--- src/rtl/serial_sub_pkg.sv ---
// Shared definitions for the bit-serial subtractor.
//   state_t  : control FSM states (IDLE, RUN, DONE)
//   SUB_HALF : SUB_TYPE value for half-subtractor mode (initial borrow forced to 0)
//   SUB_FULL : SUB_TYPE value for full-subtractor mode (initial borrow from bin)
package serial_sub_pkg;

  typedef enum logic [1:0] {
    IDLE = 2'd0,
    RUN  = 2'd1,
    DONE = 2'd2
  } state_t;

  localparam int SUB_HALF = 0;
  localparam int SUB_FULL = 1;

endpackage

--- src/rtl/fs_cell.sv ---
// Combinational 1-bit full subtractor: computes x - y - bi.
// Ports:
//   x  : minuend bit
//   y  : subtrahend bit
//   bi : borrow in
//   d  : difference bit
//   bo : borrow out
module fs_cell (
  input  logic x,
  input  logic y,
  input  logic bi,
  output logic d,
  output logic bo
);

  assign d  = x ^ y ^ bi;
  assign bo = (~x & y) | (~(x ^ y) & bi);

endmodule

--- src/rtl/serial_subtractor.sv ---
// Bit-serial subtractor: computes a - b - borrow_in one bit per clock, LSB first.
// Parameters:
//   WIDTH    : operand/result width (1..64)
//   SUB_TYPE : SUB_HALF (borrow-in forced 0) or SUB_FULL (borrow-in from bin)
// Ports:
//   clk, rst            : clock, asynchronous active-high reset
//   in_valid / in_ready : operand handshake (a, b, bin)
//   out_valid/out_ready : result handshake (diff, bout)
//   diff, bout          : registered difference and final borrow-out
//
// Handshake: a transfer happens on a rising edge where valid and ready are both
// high. in_ready is high only in IDLE and out_valid only in DONE, so exactly one
// operation is in flight; diff/bout are updated once per operation and hold
// their value through DONE and afterwards until the next result is produced.
module serial_subtractor
  import serial_sub_pkg::*;
#(
  parameter int WIDTH    = 8,
  parameter int SUB_TYPE = SUB_FULL
) (
  input  logic             clk,
  input  logic             rst,
  input  logic             in_valid,
  output logic             in_ready,
  input  logic [WIDTH-1:0] a,
  input  logic [WIDTH-1:0] b,
  input  logic             bin,
  output logic             out_valid,
  input  logic             out_ready,
  output logic [WIDTH-1:0] diff,
  output logic             bout
);

  // Counter must be able to reach WIDTH without wrapping.
  localparam int CW = $clog2(WIDTH + 1);
  localparam logic [CW-1:0] LAST = CW'(WIDTH - 1);
  localparam logic [CW-1:0] ONE  = CW'(1);

  state_t          state;
  logic [CW-1:0]   cnt;
  logic [WIDTH-1:0] a_sh;    // minuend shifts out at the bottom, difference shifts in at the top
  logic [WIDTH-1:0] b_sh;
  logic            br;       // borrow carried between bit positions
  logic            seed;
  logic            cell_d;
  logic            cell_bo;
  logic [WIDTH-1:0] a_next;

  fs_cell u_cell (
    .x  (a_sh[0]),
    .y  (b_sh[0]),
    .bi (br),
    .d  (cell_d),
    .bo (cell_bo)
  );

  assign seed = (SUB_TYPE == SUB_FULL) ? bin : 1'b0;

  // Reusing the minuend register as the result shifter: after WIDTH shifts
  // every minuend bit has been consumed and the register holds the difference.
  // The WIDTH+1 wide shift keeps this legal for WIDTH=1.
  assign a_next = WIDTH'({cell_d, a_sh} >> 1);

  assign in_ready  = (state == IDLE);
  assign out_valid = (state == DONE);

  always_ff @(posedge clk or posedge rst) begin
    if (rst) begin
      state <= IDLE;
      cnt   <= '0;
      a_sh  <= '0;
      b_sh  <= '0;
      br    <= 1'b0;
      diff  <= '0;
      bout  <= 1'b0;
    end else begin
      case (state)
        IDLE: begin
          if (in_valid) begin
            a_sh  <= a;
            b_sh  <= b;
            br    <= seed;
            cnt   <= '0;
            state <= RUN;
          end
        end
        RUN: begin
          a_sh <= a_next;
          b_sh <= b_sh >> 1;
          br   <= cell_bo;
          cnt  <= cnt + ONE;
          if (cnt == LAST) begin
            // Publish the complete result in one step so diff/bout never
            // show partial values.
            diff  <= a_next;
            bout  <= cell_bo;
            state <= DONE;
          end
        end
        DONE: begin
          if (out_ready) state <= IDLE;
        end
        default: state <= IDLE;
      endcase
    end
  end

endmodule

--- config.mk ---
export PLATFORM = sky130hd
export DESIGN_NAME = serial_subtractor
export DESIGN_NICKNAME = d
export VERILOG_FILES = /design/src/rtl/serial_sub_pkg.sv /design/src/rtl/fs_cell.sv /design/src/rtl/serial_subtractor.sv
export SDC_FILE = /design/constraint.sdc
export NUM_CORES = 1
export LEC_CHECK = 0
export CORE_UTILIZATION = 65
export CTS_CLUSTER_SIZE = 30
export DETAILED_ROUTE_END_ITERATION = 8
export DONT_BUFFER_PORTS = 1
export GPL_TIMING_DRIVEN = 0
export HOLD_SLACK_MARGIN = 0.02
export PLACE_DENSITY = 0.86
export SKIP_CTS_REPAIR_TIMING = 1
export SLEW_MARGIN = 20
export SYNTH_ARGS = -nofsm -noshare
export SYNTH_HDL_FRONTEND = slang
export SYNTH_SLANG_ARGS = --single-unit
--- constraint.sdc ---
create_clock -name clk -period 4.04 [get_ports clk]
set_clock_uncertainty 0.1 [all_clocks]
set_input_delay 0.808 -clock clk [delete_from_list [all_inputs] [get_ports clk]]
set_output_delay 0.808 -clock clk [all_outputs]
set_load 0.03 [all_outputs]
==> Yosys cells after proc, flatten, opt, wreduce, memory -nomap -nowiden <==
Index checks and enable logic that the tools add are counted.
{ "word_totals": {"input_bits": 21, "register_bits": 32, "latchBits": 0, "out_inout_bits": 11, "rom_bits": 0, "elab_cells": 38, "memories": 0, "mem_bits_rw": 0} }
{ "op_classes": {"reduce_logical": 5, "eq_ne": 6, "n_mux": 12, "n_lt_le_gt_ge": 0, "div_mod_pow": 0, "n_bitwise": 7, "addsub": 1, "shift": 0, "n_mul": 0} }
{ "op_table": {"columns": ["operator", "n"], "rows": [
  ["8-bit one-hot mux with 2 select lines", 2],
  ["8-bit 2-to-1 mux", 2],
  ["4-bit one-hot mux with 2 select lines", 1],
  ["2-bit 2-to-1 mux", 3],
  ["2-bit one-hot mux with 3 select lines", 1],
  ["4-bit by 1-bit adder with 4-bit output (second input constant)", 1],
  ["4-bit by 3-bit == test with 1-bit output (second input constant)", 1],
  ["4-bit 2-to-1 mux", 1],
  ["2-bit != test (second input constant)", 2],
  ["2-bit AND reduction", 2],
  ["3-bit AND reduction", 1],
  ["1-bit AND", 2],
  ["2-bit by 1-bit == test with 1-bit output (second input constant)", 1],
  ["2-bit == test (second input constant)", 1],
  ["2-bit zero test", 1],
  ["2-bit by 1-bit != test with 1-bit output (second input constant)", 1],
  ["1-bit inverter", 2],
  ["1-bit one-hot mux with 2 select lines", 1],
  ["2-bit nonzero test", 1],
  ["1-bit bitwise XOR", 2],
  ["1-bit 2-to-1 mux", 1],
  ["1-bit bitwise OR", 1]
]} }

==> Longest topological paths before layout <==
Gate-level depths: netlist (run 1).
{ "depth": {"depth_word": 5, "mapped_depth": 4, "ltp_nobuf": 4} }

==> Hierarchy <==
From an unflattened synthesis (run 1), not the netlist that was laid out.
{ "hier_totals": {"hier_cells": 142, "hier_area_um2": 1496.4} }
{ "by_module_without_submodules": {"columns": ["module", "cells_each", "instances", "area_each_um2", "seq_area_each_um2"], "rows": [
  ["serial_subtractor", 138, 1, 1465.2, 800.8],
  ["fs_cell", 4, 1, 31.3, 0.0]
]} }

==> Least setup slack after synthesis (run 1) <==
No wires, ideal clock.
{ "synth_path": {"path_type": "reg-to-output", "start": "register state[1]", "end": "output port out_valid", "n_path_buf": 1, "slack_ns": 2.000, "required_time_ns": 3.132, "arrival_time_ns": 1.132, "path_stages_with_launch": 3, "cell_sequence": "dfrtp_1 > clkbuf_1 > nor2b_1"} }
{ "synth_via": {"elab_chain_len": 1} }
{ "synth_lines": {"columns": ["item", "line_no", "text"], "rows": [
  ["from (decl)", "serial_subtractor.sv:39", "state_t state;"],
  ["from (signal assigned)", "serial_subtractor.sv:69", "state <= IDLE;"],
  ["from (signal assigned)", "serial_subtractor.sv:84", "state <= RUN;"],
  ["from (signal assigned)", "serial_subtractor.sv:97", "state <= DONE;"],
  ["2-bit == test", "serial_subtractor.sv:65", "assign out_valid = (state == DONE);"],
  ["to (decl)", "serial_subtractor.sv:28", "output logic out_valid,"]
]} }
Every way passes these cells.

==> Worst setup path in the final report (run 1) <==
Ends and elaborated chain as after synthesis.

==> results of run 1 <==
[critical path: cells and delay by family (launching register included)]
kind                   cells  cell delay [ns]
and+or+nand+nor            1             0.63
DFF                        1             0.39
buffers and inverters      1             0.34
[state kept, by name, summed over array words and instances (netlist names)]
| register | cells |
|---|---|
| bout | 1 |
| cnt | 4 |
| br | 1 |
| b_sh | 8 |
| a_sh | 8 |
| diff | 8 |
| state | 2 |
[routing by layer]
layer  vias up  part of all wire  global-route usage
met1       532              0.38               0.393
met2        54              0.52               0.505
met5         -                 0                   0
met4         0             0.018              0.0735
li1        499                 -                   -
met3         7             0.085               0.118
[Yosys cell counts]
master	n
nor3_4	1
mux2i_1	2
o311ai_0	1
fa_1	1
a22o_1	1
a21o_1	1
ha_1	1
a31oi_1	7
nor2_1	3
nand3_1	2
o21ai_0	18
clkinv_1	1
mux2_2	8
a21oi_1	2
clkbuf_1	8
a22oi_1	8
o21bai_1	1
nand2_1	18
a32o_1	1
inv_1	5
dfrtp_1	32
nor2b_1	5
and2_1	7
nand2b_2	1
a2bb2oi_1	2
[area by class of cell]
type	instances	area share
Buffer	8	0.0195
Clock buffer	8	0.0381
Inverter	6	0.0146
Multi-Input combinational cell	91	0.386
Sequential cell	32	0.519
Tap cell	27	0.0219
[how the worst min path moves through the flow]
stage               to  depth (start not counted)     from
6_report       a_sh[7]                          1      rst
5_1_grt        b_sh[7]                          1      rst
4_1_cts        b_sh[7]                          1      rst
3_5_place_dp   b_sh[2]                          2  b_sh[2]
3_3_place_gp   b_sh[2]                          2  b_sh[2]
2_1_floorplan  b_sh[2]                          2  b_sh[2]
[stage by stage]
stage / worst slack, ns / std cells / power [mW]
detailed placement: 1.80 / 164 / 1.05
finish: 1.44 / 172 / 1.25
floorplan: 2.00 / 137 / 0.944
CTS: 1.44 / 172 / 1.24
global route: 1.34 / 172 / 1.33
global placement: 1.80 / 164 / 1.02
[kinds of logic after synthesis]
kind of cell	Yosys count	share of synthesized area
adder cells (fa/ha/maj)	2	0.0225
multiplexers	10	0.0760
AND/OR/NAND/NOR	37	0.130
flip-flops	32	0.553
buffers and inverters	14	0.0363
AO/OA/AOI/OAI	42	0.182
[power by group]
part	switching [mW]	leakage (nW)	internal (mW)	total (mW)
sequential	0.184	0.404	0.460	0.644
clock	0.105	0.0326	0.0858	0.191
combinational	0.227	0.220	0.185	0.411
==> metrics.csv, run 1 <==
stage,metric,value,unit
run_status,run_status,completed,
clock_network,htree_levels,2,
die,ios,32,
setup_path,r2r_cells,4,
sta,setup_tns,0,ns
layout,final_common_cell,dfrtp_1,
die,rows,16,
layout,regArea,801,um^2
sta,hold_viol_final,0,
power_and_ir_drop,p_leak,0.657,nW
drt,finalWirelength,3180,um
place,place_congestion,0.825,
clock_network,clockRootBuffer,clkbuf_4,
grt,grt_max_degree,33,
sta,max_slew_margin,0.531,
die,start_util,0.717,
sta,tightest_slew,0.703,ns
grt,grt_antenna_before_repair,0,
synthesis,syn_nets,160,
drt,wl_per_cell,18.5,um
grt,grt_pass1_wl,5460,um
grt,grt_usage,0.311,
drt,vias,1092,
synthesis,synth_warnings,0,
setup_path,worstPathArrival,1.69,ns
run,drv_cap,0,
drt,drtIter0Drc,43,
clock_network,cts.sinks,32,
sta,period_minus_slack,2.60,ns
drt,drc,0,
setup_path,reg2reg_from,cnt[0],
sta,fmax,385,MHz
place,port_buffers,0,
power_and_ir_drop,ir_drop,0.531,mV
worst_hold_path,hp-class,input pin to async pin,
setup_path,critical_path.startpoint,state[1],
die,core-area,2020,um^2
layout,area_growth,6.39,%
setup_path,critPathCaptureType,output port,
sta,rsz0062_at_grt,no,
drt,firstDrtPassIters,5,
layout,antenna_cells,0,
sta,timing.hold.ws,0.331,ns
setup_path,startpoint_type,flop,
synthesis,synth-seq-cells,32,
place,dpl_cell_area,1480,um^2
setup_path,crit_end,out_valid,
setup_path,cpPeakStageDelay,0.63,ns
layout,layout_common_cells,"32 x dfrtp_1, 18 x nand2_1, 18 x o21ai_0",
die,die_h,49.2,um
grt,grt-ovfl-total,0,
setup_path,worstPathRequired,3.13,ns
setup_path,r2r_end,diff[4],
layout,fill_cells,133,
layout,nets,167,
drt,avgViaCountPerCell,6.35,
synthesis,synth_area_leaders,"dfrtp_1 55%, o21ai_0 6.2%, mux2_2 6.2%, nand2_1 4.7%, a22oi_1 4.1%",
clock_network,clock_path_buffers,2,
die,die_w,49.2,um
die,die_area,2420,um^2
clock_network,cts.clk_slew.worst_paths,0.10,ns
place,hpwl,2170,um
synthesis,avgSynthCellArea,10.6,um^2
setup_path,worstPathMaxFanout,10,
clock_network,cts_inserted_buffers,5,
grt,grt_pass1_vias,1104,
sta,maxSlewViolCount,0,
synthesis,synth_cells,137,
sta,fin_crit_sh,0.644,
clock_network,cts_tree,built,
setup_path,worstPathCellList,"clkbuf_1, nor2b_1",
layout,multi_input_area,596,um^2
setup_path,worst-r2r-setup-slack,2.22,ns
layout,utilization,0.762,
layout,layout-drive-gt1-share,0.117,
synthesis,syn_area,1450,um^2
drt,ant_nets,0,
sta,setup_viol,0,
clock_network,worstSkewPairLatency,0.34,ns
setup_path,worstSetupPathType,flop to output port,
synthesis,yosys.area.top_type_share,0.553,
setup_path,critPathSlowestCell,nor2b_1,
layout,final_area,1540,um^2
synthesis,synth.largest_area_cell,dfrtp_1,
synthesis,synth-seq-area-share,0.553,
synthesis,synth_cell_types,25,
power_and_ir_drop,p_per_area,808,nW/um^2
(Power assumes the default switching activity.)
==> run 2: changes to the inputs <==
- CORE_UTILIZATION: 65 -> 61
- PLACE_DENSITY: 0.86 -> 0.82
- clock period: 4.04 -> 2.4 ns (I/O delays scaled with it)
==> run 2 against run 1 <==
Effect of this change:
- the run now ends with negative hold slack left
- sequential power increased by 69%
- via count decreased by 2.6%
- die area increased by 6.3%
- final cell count increased by 0.58%
- total power increased by 67%
- combinational power increased by 64%
- first-iteration DRC count decreased by 37%
- worst setup slack got worse by 1.4 ns
- hold slack got worse by 0.33 ns
- critical path type unchanged
- critical endpoint unchanged
==> metrics.csv, run 2 (same netlist as run 1, synthesis figures left out) <==
stage,metric,value,unit,change
clock_network,worstSkewPairLatency,0.33,ns,about the same
run,drv_cap,0,,unchanged
setup_path,worstPathCellList,"clkbuf_1, nor2b_1",,
setup_path,worstPathRequired,1.82,ns,-1.31 ns
place,place_congestion,0.799,,-3.2%
die,core-area,2230,um^2,+10%
drt,avgViaCountPerCell,6.15,,-3.1%
layout,layout_common_cells,"32 x dfrtp_1, 18 x nand2_1, 18 x o21ai_0",,
sta,rsz0062_at_grt,no,,
grt,grt_pass1_vias,1017,,-7.9%
sta,tightest_slew,0.688,ns,-0.0151 ns
setup_path,critPathTopFamily,simple AND/OR/NAND/NOR gates,,
setup_path,worstPathArrival,1.73,ns,+0.04 ns
layout,fill_cells,173,,+30%
setup_path,worstSetupPathType,flop to output port,,
drt,firstDrtPassIters,5,,unchanged
drt,vias,1064,,-2.6%
clock_network,htree_levels,2,,unchanged
sta,setup_viol,0,,unchanged
setup_path,r2r_cells,4,,unchanged
setup_path,cpPeakStageDelay,0.63,ns,about the same
drt,drc,0,,unchanged
clock_network,cts_tree,built,,
layout,nets,167,,unchanged
clock_network,clockRootBuffer,clkbuf_4,,
grt,grt_max_degree,33,,unchanged
drt,wl_per_cell,17.2,um,-6.6%
grt,grt_pass1_wl,4870,um,-11%
layout,top_regs,"a_sh: 8 flops, b_sh: 8 flops, diff: 8 flops",,
setup_path,critPathCaptureType,output port,,
grt,grt-ovfl-total,0,,unchanged
sta,hold_viol_final,1,,+1
clock_network,cts.sinks,32,,unchanged
run_status,violations,negative hold slack,,
layout,utilization,0.691,,-0.0716
place,port_buffers,0,,unchanged
layout,regArea,801,um^2,unchanged
layout,layout-drive-gt1-share,0.117,,unchanged
grt,grt_usage,0.271,,-0.0395
setup_path,critPathSlowestCell,nor2b_1,,
power_and_ir_drop,p_leak,0.657,nW,unchanged
die,die_area,2570,um^2,+6.3%
sta,period_minus_slack,2.31,ns,
clock_network,clock_path_buffers,2,,unchanged
die,die_h,50.7,um,+3.1%
sta,max_slew_margin,0.541,,+0.0101
drt,ant_nets,0,,unchanged
layout,area_growth,6.48,%,about the same
clock_network,cts_inserted_buffers,5,,unchanged
sta,fin_crit_sh,0.964,,
setup_path,startpoint_type,flop,,
die,ios,32,,unchanged
power_and_ir_drop,p_per_area,1350,nW/um^2,+67%
layout,antenna_cells,0,,unchanged
drt,drtIter0Drc,27,,-37%
die,die_w,50.7,um,+3.1%
sta,fmax,432,MHz,
sta,maxSlewViolCount,0,,unchanged
place,hpwl,2100,um,-2.9%
sta,setup_tns,0,ns,unchanged
worst_hold_path,hp-class,input pin to async pin,,
setup_path,reg2reg_from,cnt[0],,
power_and_ir_drop,ir_drop,0.790,mV,+49%
clock_network,cts.clk_slew.worst_paths,0.10,ns,about the same
setup_path,cp_num_buf_inv,1,,unchanged
layout,final_common_cell,dfrtp_1,,
layout,multi_input_area,596,um^2,unchanged
setup_path,worst-r2r-setup-slack,0.60,ns,-1.62 ns
die,start_util,0.649,,-0.0678
setup_path,r2r_end,diff[0],,
run_status,run_status,finished with violations,,
drt,finalWirelength,2980,um,-6.1%
grt,grt_antenna_before_repair,0,,unchanged
setup_path,worstPathMaxFanout,10,,unchanged
sta,timing.hold.ws,-0.000798,ns,-0.332 ns
die,rows,17,,+1
==> run 2: cell counts in the layout (fill, tap and decap cells not counted) <==
No cell type changed its count.
==> run 2: layout make-up <==
type	count	share of cell area
flip-flops and latches	32	0.519
multi-input cells	91	0.386
well taps	28	0.0227
inverters	6	0.0146
plain buffers	8	0.0195
clock buffers	8	0.0381
==> run 2: per-stage QoR <==
stage | power [mW] | cell area, um^2 | instances | worst slack, ns
floorplan | 1.59 | 1450 | 137 | 0.688
global placement | 1.72 | 1480 | 165 | 0.473
finish | 2.08 | 1540 | 173 | 0.0871
CTS | 2.09 | 1540 | 173 | 0.0856
detailed placement | 1.77 | 1480 | 165 | 0.472
global route | 2.22 | 1540 | 173 | 0.00993
==> run 2: worst max-delay path by stage <==
stage | from | endpoint | cells after the start
final | state[1] | out_valid | 2
after global routing | state[1] | out_valid | 2
after CTS | state[1] | out_valid | 2
after detailed placement | state[1] | out_valid | 2
after global placement | state[1] | out_valid | 2
after floorplan | state[1] | out_valid | 2
==> run 2: where the power goes <==
part / internal [mW] / total (mW) / leakage, nW / switching (mW)
clock: 0.144 / 0.318 / 0.0326 / 0.174
sequential: 0.774 / 1.09 / 0.404 / 0.313
combinational: 0.311 / 0.674 / 0.220 / 0.363
total: 1.23 / 2.08 / 0.657 / 0.849
==> run 2: routing by layer <==
| metal | share of wire | GRT usage | vias up |
|---|---|---|---|
| li1 | - | - | 499 |
| met1 | 0.43 | 0.359 | 522 |
| met2 | 0.49 | 0.422 | 38 |
| met3 | 0.058 | 0.0818 | 5 |
| met4 | 0.014 | 0.102 | 0 |
| met5 | 0 | 0 | - |
